`src/rtl/ball_game_pkg.sv`:
```
// rtl/ball_game_pkg.sv - shared types and helpers for the ball game sequencer
// Purpose: game state encoding and a signed clamp used by the per-axis stepper.
// Ports: none (package).
package ball_game_pkg;

  typedef enum logic [1:0] {ST_IDLE, ST_PLAY, ST_HIT, ST_OVER} game_state_t;

  // Wide enough to hold any signed intermediate coordinate of either axis.
  localparam int COORD_W = 16;

  function automatic logic signed [COORD_W-1:0] clamp_coord(
    input logic signed [COORD_W-1:0] value,
    input logic signed [COORD_W-1:0] lo,
    input logic signed [COORD_W-1:0] hi
  );
    if (value < lo) begin
      return lo;
    end else if (value > hi) begin
      return hi;
    end else begin
      return value;
    end
  endfunction

endpackage

```
`src/rtl/ball_axis_step.sv`:
```
// rtl/ball_axis_step.sv - combinational one-axis step with keep-in clamping
// Purpose: next position for one axis from a pair of opposing direction keys.
// Ports: pos (current centre), key_inc (+STEP), key_dec (-STEP), next_pos (clamped result).
module ball_axis_step
  import ball_game_pkg::*;
#(
  parameter int DIM    = 800,
  parameter int RADIUS = 20,
  parameter int STEP   = 2,
  parameter int W      = $clog2(DIM)
) (
  input  logic [W-1:0] pos,
  input  logic         key_inc,
  input  logic         key_dec,
  output logic [W-1:0] next_pos
);

  // Two spare bits so a step below zero or past the top stays representable.
  localparam int SW = W + 2;

  logic signed [SW-1:0]      pos_s;
  logic signed [SW-1:0]      delta;
  logic signed [SW-1:0]      sum;
  logic signed [COORD_W-1:0] sum_ext;
  logic signed [COORD_W-1:0] clamped;

  always_comb begin
    pos_s = $signed({2'b00, pos});
    delta = '0;
    // Both keys (or neither) cancel out.
    if (key_inc && !key_dec) begin
      delta = SW'(STEP);
    end else if (key_dec && !key_inc) begin
      delta = -SW'(STEP);
    end
    sum      = pos_s + delta;
    sum_ext  = {{(COORD_W - SW){sum[SW-1]}}, sum};
    clamped  = clamp_coord(sum_ext, COORD_W'(RADIUS), COORD_W'(DIM - 1 - RADIUS));
    next_pos = W'(clamped);
  end

endmodule

```
`src/rtl/ball_game_ctrl.sv`:
```
// rtl/ball_game_ctrl.sv - per-frame ball position and hit/lives/game-over sequencer
// Purpose: moves the ball once per frame at start of vertical blanking, samples the
//   safe map at the ball centre during the active frame, and runs the game FSM.
// Ports: i_clk, i_rst_n (async active-low); VGA i_h_coord/i_v_coord/i_disp_enbl;
//   i_is_safe; debounced i_key_up/down/left/right; i_start; outputs o_ball_x/y,
//   o_lives, o_hit (pulse), o_game_over, o_frame_tick (pulse).
module ball_game_ctrl
  import ball_game_pkg::*;
#(
  parameter int SCREEN_WIDTH  = 800,
  parameter int SCREEN_HEIGHT = 600,
  parameter int BALL_RADIUS   = 20,
  parameter int STEP          = 2,
  parameter int START_X       = 400,
  parameter int START_Y       = 300,
  parameter int LIVES         = 3,
  parameter int HIT_FRAMES    = 60
) (
  input  logic                             i_clk,
  input  logic                             i_rst_n,
  input  logic [10:0]                      i_h_coord,
  input  logic [9:0]                       i_v_coord,
  input  logic                             i_disp_enbl,
  input  logic                             i_is_safe,
  input  logic                             i_key_up,
  input  logic                             i_key_down,
  input  logic                             i_key_left,
  input  logic                             i_key_right,
  input  logic                             i_start,
  output logic [$clog2(SCREEN_WIDTH)-1:0]  o_ball_x,
  output logic [$clog2(SCREEN_HEIGHT)-1:0] o_ball_y,
  output logic [2:0]                       o_lives,
  output logic                             o_hit,
  output logic                             o_game_over,
  output logic                             o_frame_tick
);

  localparam int XW    = $clog2(SCREEN_WIDTH);
  localparam int YW    = $clog2(SCREEN_HEIGHT);
  localparam int CNT_W = $clog2(HIT_FRAMES + 1);

  game_state_t      state_q, state_d;
  logic [9:0]       v_prev;
  logic             frame_end;
  logic             centre_seen, centre_safe;
  logic [CNT_W-1:0] hit_cnt_q, hit_cnt_d;
  logic [XW-1:0]    ball_x_d, next_x;
  logic [YW-1:0]    ball_y_d, next_y;
  logic [2:0]       lives_d;
  logic             hit_d;

  // First line of vertical blanking, seen once per frame.
  assign frame_end   = (i_v_coord == 10'(SCREEN_HEIGHT)) && (v_prev != 10'(SCREEN_HEIGHT));
  assign o_game_over = (state_q == ST_OVER);

  ball_axis_step #(.DIM(SCREEN_WIDTH), .RADIUS(BALL_RADIUS), .STEP(STEP)) u_step_x (
    .pos      (o_ball_x),
    .key_inc  (i_key_right),
    .key_dec  (i_key_left),
    .next_pos (next_x)
  );

  ball_axis_step #(.DIM(SCREEN_HEIGHT), .RADIUS(BALL_RADIUS), .STEP(STEP)) u_step_y (
    .pos      (o_ball_y),
    .key_inc  (i_key_down),
    .key_dec  (i_key_up),
    .next_pos (next_y)
  );

  always_ff @(posedge i_clk or negedge i_rst_n) begin
    if (!i_rst_n) begin
      state_q      <= ST_IDLE;
      o_ball_x     <= XW'(START_X);
      o_ball_y     <= YW'(START_Y);
      o_lives      <= 3'(LIVES);
      o_hit        <= 1'b0;
      o_frame_tick <= 1'b0;
      hit_cnt_q    <= '0;
      v_prev       <= '0;
      centre_seen  <= 1'b0;
      centre_safe  <= 1'b0;
    end else begin
      state_q      <= state_d;
      o_ball_x     <= ball_x_d;
      o_ball_y     <= ball_y_d;
      o_lives      <= lives_d;
      o_hit        <= hit_d;
      o_frame_tick <= frame_end;
      hit_cnt_q    <= hit_cnt_d;
      v_prev       <= i_v_coord;
      // Centre sampling happens in the active area, so it never collides with frame_end.
      if (frame_end) begin
        centre_seen <= 1'b0;
        centre_safe <= 1'b0;
      end else if (i_disp_enbl && (i_h_coord == 11'(o_ball_x)) && (i_v_coord == 10'(o_ball_y))) begin
        centre_seen <= 1'b1;
        centre_safe <= i_is_safe;
      end
    end
  end

  always_comb begin
    state_d   = state_q;
    ball_x_d  = o_ball_x;
    ball_y_d  = o_ball_y;
    lives_d   = o_lives;
    hit_cnt_d = hit_cnt_q;
    hit_d     = 1'b0;
    case (state_q)
      ST_IDLE: begin
        ball_x_d = XW'(START_X);
        ball_y_d = YW'(START_Y);
        if (i_start) state_d = ST_PLAY;
      end
      ST_PLAY: begin
        if (frame_end) begin
          if (centre_seen && !centre_safe) begin
            state_d   = ST_HIT;
            hit_d     = 1'b1;
            lives_d   = o_lives - 3'd1;
            ball_x_d  = XW'(START_X);
            ball_y_d  = YW'(START_Y);
            hit_cnt_d = CNT_W'(HIT_FRAMES - 1);
          end else begin
            ball_x_d = next_x;
            ball_y_d = next_y;
          end
        end
      end
      ST_HIT: begin
        if (frame_end) begin
          if (hit_cnt_q != '0) begin
            hit_cnt_d = hit_cnt_q - CNT_W'(1);
          end else if (o_lives == 3'd0) begin
            state_d = ST_OVER;
          end else begin
            state_d = ST_PLAY;
          end
        end
      end
      ST_OVER: begin
        if (i_start) begin
          lives_d  = 3'(LIVES);
          ball_x_d = XW'(START_X);
          ball_y_d = YW'(START_Y);
          state_d  = ST_PLAY;
        end
      end
      default: state_d = ST_IDLE;
    endcase
  end

endmodule

```
`config.mk`:
```
export PLATFORM = sky130hd
export DESIGN_NAME = ball_game_ctrl
export DESIGN_NICKNAME = d
export VERILOG_FILES = /design/src/rtl/ball_game_pkg.sv /design/src/rtl/ball_axis_step.sv /design/src/rtl/ball_game_ctrl.sv
export SDC_FILE = /design/constraint.sdc
export NUM_CORES = 1
export LEC_CHECK = 0
export ABC_AREA = 1
export CAP_MARGIN = 20
export CORE_MARGIN = 5
export CORE_UTILIZATION = 55
export DETAILED_ROUTE_END_ITERATION = 7
export GPL_TIMING_DRIVEN = 0
export MAX_ROUTING_LAYER = met4
export PLACE_DENSITY_LB_ADDON = 0.3
export SETUP_SLACK_MARGIN = 0.15
export SLEW_MARGIN = 20
export SYNTH_ARGS = -nofsm -noshare
export SYNTH_HDL_FRONTEND = slang
export SYNTH_SLANG_ARGS = --single-unit
```
`constraint.sdc`:
```
create_clock -name i_clk -period 2.4 [get_ports i_clk]
set_input_delay 0.48 -clock i_clk [delete_from_list [all_inputs] [get_ports i_clk]]
set_output_delay 0.48 -clock i_clk [all_outputs]
set_load 0.005 [all_outputs]
```
==> results of run 1 <==
## final timing paths
check,endpoint,slack (ns),cells after the start
worst max-delay path,o_ball_y[0],0.03,25
worst min-delay path,o_ball_x[3],0.07,1
worst max register to register,o_ball_y[0],0.07,20
worst min register to register,centre_seen,0.51,1
max in group asynchronous,o_ball_x[7],1.76,2
min in group i_clk,v_prev[9],0.37,1
## logic make-up after synthesis
kind of cell               Yosys count  synth area share
xor gates and xnor gates            16           0.03645
and+or+nand+nor                    386            0.4393
adders and majority gates           17           0.05252
DFF                                 45            0.2808
buffers and inverters              114            0.1162
AOI/OAI and AO/OA                   52           0.07476
## metrics by stage
| stage | setup WS [ns] | util | setup TNS (ns) | total power, uW |
|---|---|---|---|---|
| 2_1_floorplan | 0.07939 | - | 0 | 3047 |
| 3_3_place_gp | -0.8505 | 0.6778 | -27.53 | 3818 |
| 3_5_place_dp | -0.8994 | 0.6798 | -16.24 | 3900 |
| 4_1_cts | 0.09876 | 0.7334 | 0 | 4785 |
| 5_1_grt | -0.08602 | 0.7865 | -0.4102 | 5594 |
| 6_report | 0.03255 | 0.7865 | 0 | 5214 |
## power breakdown
group / switching [uW] / internal [uW]
combinational: 2020 / 1340
clock: 290 / 313
sequential: 249 / 1000
## flip-flops by register name, summed over array words and instances (netlist names)
| name | cells |
|---|---|
| v_prev | 10 |
| o_ball_y | 10 |
| centre_seen | 1 |
| centre_safe | 1 |
| hit_cnt_q | 6 |
| state_q | 2 |
| o_lives | 3 |
| o_ball_x | 10 |
| o_frame_tick | 1 |
| o_hit | 1 |
## per-layer routing
metal,part of all wire,up-vias
met5,0,-
met4,0.048,0
met3,0.057,48
met2,0.51,183
met1,0.39,2096
li1,-,2168
## what timing repair did
item	in CTS	in global routing
setup endpoints to repair	22	23
cloned	2	1
pin swaps	40	48
resized for setup	66	78
setup buffers	11	12
## worst max-delay path, stage by stage
cell and delay, ns:
buf_8 0.09, inv_12 0.03, ha_4 0.17, buf_8 0.14, nand2_4 0.05, inv_2 0.04
nor2_4 0.12, ha_4 0.15, inv_4 0.04, nand2_4 0.08, nand2_2 0.06, nand2_1 0.09
inv_2 0.07, nor2_2 0.15, nand2_2 0.07, nand2_2 0.07, nand3_2 0.06, nor2_2 0.10
nand3_1 0.09, nand2_2 0.14, nor2_1 0.06, nand2_1 0.05, nand2_1 0.06, nand2_1 0.05
nand2_1 0.05
## Yosys cell counts
cell and count:
nand4_1 9, xor2_1 11, dfstp_2 9, nand2_2 27, nor4_1 6, nor3_4 1, o211ai_1 2, xnor2_1 4
o21bai_2 1, nand2_1 192, nor2_1 61, dfrtp_1 36, nor2_4 3, inv_1 95, nor3b_1 3, nand3_2 4
a21oi_1 11, nand3b_1 5, buf_6 5, nand2_4 1, nand3_4 1, nor4b_1 1, a211oi_1 1, nor3_2 1
nand3_1 56, o2111ai_1 1, o21ai_2 2, buf_2 3, ha_1 17, nor2_2 10, o2bb2ai_1 1, xor2_2 1
o22ai_1 2, o21ai_1 4, a21oi_2 1, inv_2 9, o21a_1 2, or2_2 1, clkbuf_1 1, nor3_1 4
clkbuf_2 1, o21ai_0 22, a31oi_1 2
## final cells by class
| type | instances | share of cell area |
|---|---|---|
| Timing Repair Buffer | 81 | 0.1418 |
| Inverter | 104 | 0.07453 |
| Sequential cell | 45 | 0.2004 |
| Buffer | 10 | 0.01654 |
| Multi-Input combinational cell | 472 | 0.5252 |
| Clock buffer | 6 | 0.01279 |
| Tap cell | 99 | 0.02183 |
| Clock inverter | 2 | 0.006836 |
==> out/results.txt, run 1 <==
initial antenna violation count: 0
commonest non-fill, non-tap cell in the layout: nand2_1
RSZ-0062 raised after global routing: true
cell leakage power: 0.002760 uW
Num CTS Buffers: 5
syn_nets: 677
post-route ant nets: 0
Crit Path Class: in -> reg
mapped cell area: 4050 sq um
met3 Resource Use GR: 0.03518
GPL Wtd Cong: 0.9517
GRT Max-Usage Layer: met2
mean number of vias per cell: 5.488
worst-case clock buffer depth: 2
Seq cells post-synth: 45
site row count: 31
Design Area, Final: 5674 sq um
antenna diode count: 0
share of layout cells above drive strength 1: 0.2986
Setup crit start: i_key_down
commonest cells after routing, fill and taps aside: 158 x nand2_1, 81 x inv_1, 49 x nor2_1, 44 x nand2_2, 44 x clkdlybuf4s50_1
TritonCTS clock tree: built
total track usage: 0.2736
Wirelength per Cell: 15.11 um
drt first-iter violations: 233
vias in the first global route: 4319
first-pass GRT wire length: 19.29 mm
outcome: completed
CTS clk-pin slew, worst paths: 0.10 ns
DR vias: 4495
Layout fillers: 493
r2r startpoint: o_ball_y[2]
register area share after synthesis: 0.2808
Root Buffer: clkbuf_8
layout net count: 766
pin count of the biggest net entering global routing: 32
Non-Filler Instances: 819
IO Pins: 56
register area: 1137 sq um
first drt pass iteration count: 5
Synth area leaders: dfrtp_1 22%, nand2_1 18%, inv_1 8.8%
clk_lat worst skew: 0.31 ns
port bufs: 55
Hold Slack: 0.07344 ns
# hold bufs at CTS: 0
synth unique cells: 43
fin crit share: 0.9864
DIE AREA: 9181 sq um
Final Max Slew Viols: 0
minimum clock period: 2.367 ns
cell count after synthesis: 630
Least-Margin Pin Slew: 0.5282 ns
slew margin rel.: 0.6466
Synth Warn #: 0
Critical Path Start Type: primary input
clock skew: 0.01075 ns
path type of the worst min-delay path: in -> async
worst endpoint data arrival time: 2.57 ns
Synth top area share: 0.2224
core box area: 7214 sq um
Crit. End Element: register
die height: 95.82 um
H-tree depth: 2
Max rail drop VDD: 0.0004442 V
max-cap viol count: 0
fmax: 0.4224 GHz
Post-Route WL: 12.38 mm
Placed Instances: 785
Final Hold Vio Count: 0
Die W: 95.82 um
GRT overflow: 0
final setup vio count: 0
dominant cell type by area after synthesis: dfrtp_1
clk sinks: 45
met2 Use GR: 0.4789
area of the multi-input gates: 2980 sq um
met1 GRT Util: 0.3057
synth-to-layout area growth: 40.10%
DP Area: 4905 sq um
largest fanout on the critical path: 5
PwrDens: 918.8 nW/um^2
Starting Density: 0.5614
Post-route DRC: 0
required time worst endpoint: 2.60 ns
Post-DP HPWL: 8.503 mm
Avg Inst Size Synth: 6.429 sq um
No activity file was read; power rests on OpenSTA's default activity.
==> run 2: changes to the inputs <==
--- a/config.mk
+++ b/config.mk
@@ -10,6 +10,7 @@
 export CORE_MARGIN = 5
 export CORE_UTILIZATION = 55
 export DETAILED_ROUTE_END_ITERATION = 7
+export DONT_BUFFER_PORTS = 1
 export GPL_TIMING_DRIVEN = 0
 export MAX_ROUTING_LAYER = met4
 export PLACE_DENSITY_LB_ADDON = 0.3
==> run 2 against run 1 <==
Compared with the run above:
- first-iteration DRC count is 3.9% higher
- count of clock-buffer cells in the layout decreased by 1
- global-route usage is 2.5 points lower
- critical path depth fell by 7
- the flow now finishes with violations (hold timing, setup timing)
- clock power is 17% lower
==> out/results.txt, run 2 (same netlist as run 1, synthesis figures left out) <==
site row count: 31
clk_lat worst skew: 0.31 ns
Critical Path Start Type: register
CP bufs+invs: 1
required time worst endpoint: 2.59 ns
Hold Slack: -0.007032 ns
Wirelength per Cell: 15.52 um
CTS clk-pin slew, worst paths: 0.10 ns
r2r setup slk: -0.008 ns
worst endpoint data arrival time: 2.60 ns
Layout fillers: 591
worst-case clock buffer depth: 2
Post-route DRC: 0
R2R depth: 18
Largest stage delay, worst path: 0.66 ns
DIE AREA: 9181 sq um
Crit Path Class: reg -> reg
fmax: 0.4152 GHz
clk sinks: 45
Post-Route Utilization: 0.6896
TritonCTS clock tree: built
GPL Wtd Cong: 0.9524
GRT overflow: 0
IO Pins: 56
slew margin rel.: 0.5069
first drt pass iteration count: 5
antenna diode count: 0
Post-DP HPWL: 8.136 mm
Die W: 95.82 um
CP top delay family: simple AND/OR/NAND/NOR gates
mean number of vias per cell: 5.564
initial antenna violation count: 0
pin count of the biggest net entering global routing: 37
Design Area, Final: 4975 sq um
synth-to-layout area growth: 22.83%
Starting Density: 0.5614
biggest regs: o_ball_x x10, o_ball_y x10, v_prev x10
max-cap viol count: 0
commonest cells after routing, fill and taps aside: 158 x nand2_1, 80 x inv_1, 52 x nor2_1, 46 x nand2_2, 40 x nand3_1
drt first-iter violations: 242
total track usage: 0.2490
Final Max Slew Viols: 0
CP Cell Sequence: nor2_4 -> nor2_4 -> ha_4 -> inv_4 -> nand2_4 -> nand3_4 -> nand2_4 -> nand2_2 -> nand3b_1 -> nand2_4 -> nand4_1 -> nor2_1 -> nor2_2 -> nand2_4 -> nand2_2 -> nand2_1 -> nand2_1 -> nand2_1
vias in the first global route: 3773
setup TNS: -0.008229 ns
layout net count: 701
Least-Margin Pin Slew: 0.7396 ns
Root Buffer: clkbuf_8
die height: 95.82 um
final setup vio count: 1
cell leakage power: 0.002408 uW
outcome: complete, but fails checks
RSZ-0062 raised after global routing: true
share of layout cells above drive strength 1: 0.3069
Num CTS Buffers: 5
Max rail drop VDD: 0.0004180 V
clock skew: 0.01401 ns
Crit. End Element: register
Critical-path top delay cell: dfstp_2
Crit path depth: 18
DR vias: 4195
fin crit share: 1.003
most frequent CP cell: nand2_4
largest fanout on the critical path: 7
Final WS setup: -0.008229 ns
port bufs: 0
path type of the worst min-delay path: in -> async
H-tree depth: 2
minimum clock period: 2.408 ns
r2r startpoint: o_ball_y[2]
DP Area: 4339 sq um
first-pass GRT wire length: 17.51 mm
PwrDens: 947.9 nW/um^2
post-route ant nets: 0
commonest non-fill, non-tap cell in the layout: nand2_1
Post-Route WL: 11.71 mm
failing checks: hold timing, setup timing
worst reg2reg endpoint: o_ball_y[0]
Final Hold Vio Count: 5
core box area: 7214 sq um
## run 2: cell types whose count changed in the layout (fill, tap and decap cells not counted), moves of 3 or more
| cell | previous run | this run |
|---|---|---|
| nor2_1 | 49 | 52 |
| nor2_2 | 16 | 11 |
| nand3_2 | 13 | 16 |
| buf_4 | 24 | 12 |
| dlygate4sd2_1 | 4 | 0 |
| buf_8 | 3 | 0 |
| o21ai_1 | 9 | 6 |
| clkdlybuf4s50_1 | 44 | 0 |
## run 2: power breakdown
part           internal (uW)  switching [uW]  total (uW)
logic                   1040            1860        2910
clock network            207             292         500
registers               1000             303        1310
total                   2250            2460        4720
## run 2: repair_timing
| action | in CTS | in global routing |
|---|---|---|
| setup buffers | 6 | 8 |
| endpoints found under the setup margin | 19 | 20 |
| hold buffers | 1 | 1 |
| gates cloned | 1 | 0 |
| endpoints found under the hold margin | 36 | 6 |
| gates resized for setup | 25 | 86 |
| pin swaps | 28 | 60 |
## run 2: routing by layer
layer | track usage | wire [um] | part of all wire
met4 | 0.07346 | 405 | 0.035
met3 | 0.02815 | 749 | 0.064
met1 | 0.2901 | 4398 | 0.38
met2 | 0.4499 | 6151 | 0.53
met5 | - | 0 | 0
## run 2: worst max-delay path by stage
stage / startpoint / endpoint / slack (ns)
2_1_floorplan: i_key_down / o_ball_y[0] / 0.08
3_3_place_gp: i_key_down / o_ball_y[0] / -0.20
3_5_place_dp: i_key_down / o_ball_y[0] / -0.22
4_1_cts: o_ball_y[2] / o_ball_y[0] / 0.08
5_1_grt: o_ball_y[2] / o_ball_y[0] / -0.15
6_report: o_ball_y[2] / o_ball_y[0] / -0.008
## run 2: metrics by stage
stage | setup slack (ns) | instances | power (uW)
6_report | -0.008229 | 754 | 4715
4_1_cts | 0.08098 | 745 | 4264
3_3_place_gp | -0.2042 | 729 | 3524
2_1_floorplan | 0.07939 | 630 | 3047
3_5_place_dp | -0.2177 | 729 | 3598
5_1_grt | -0.1504 | 754 | 5087
## run 2: cell type report
| type | count | area (sq um) | area share |
|---|---|---|---|
| Multi-Input combinational cell | 472 | 2973 | 0.5976 |
| Timing Repair Buffer | 16 | 146.4 | 0.02943 |
| Buffer | 10 | 82.58 | 0.01660 |
| Tap cell | 99 | 123.9 | 0.02490 |
| Sequential cell | 45 | 1139 | 0.2289 |
| Clock inverter | 3 | 21.27 | 0.004276 |
| Inverter | 104 | 420.4 | 0.08451 |
| Clock buffer | 5 | 68.82 | 0.01383 |
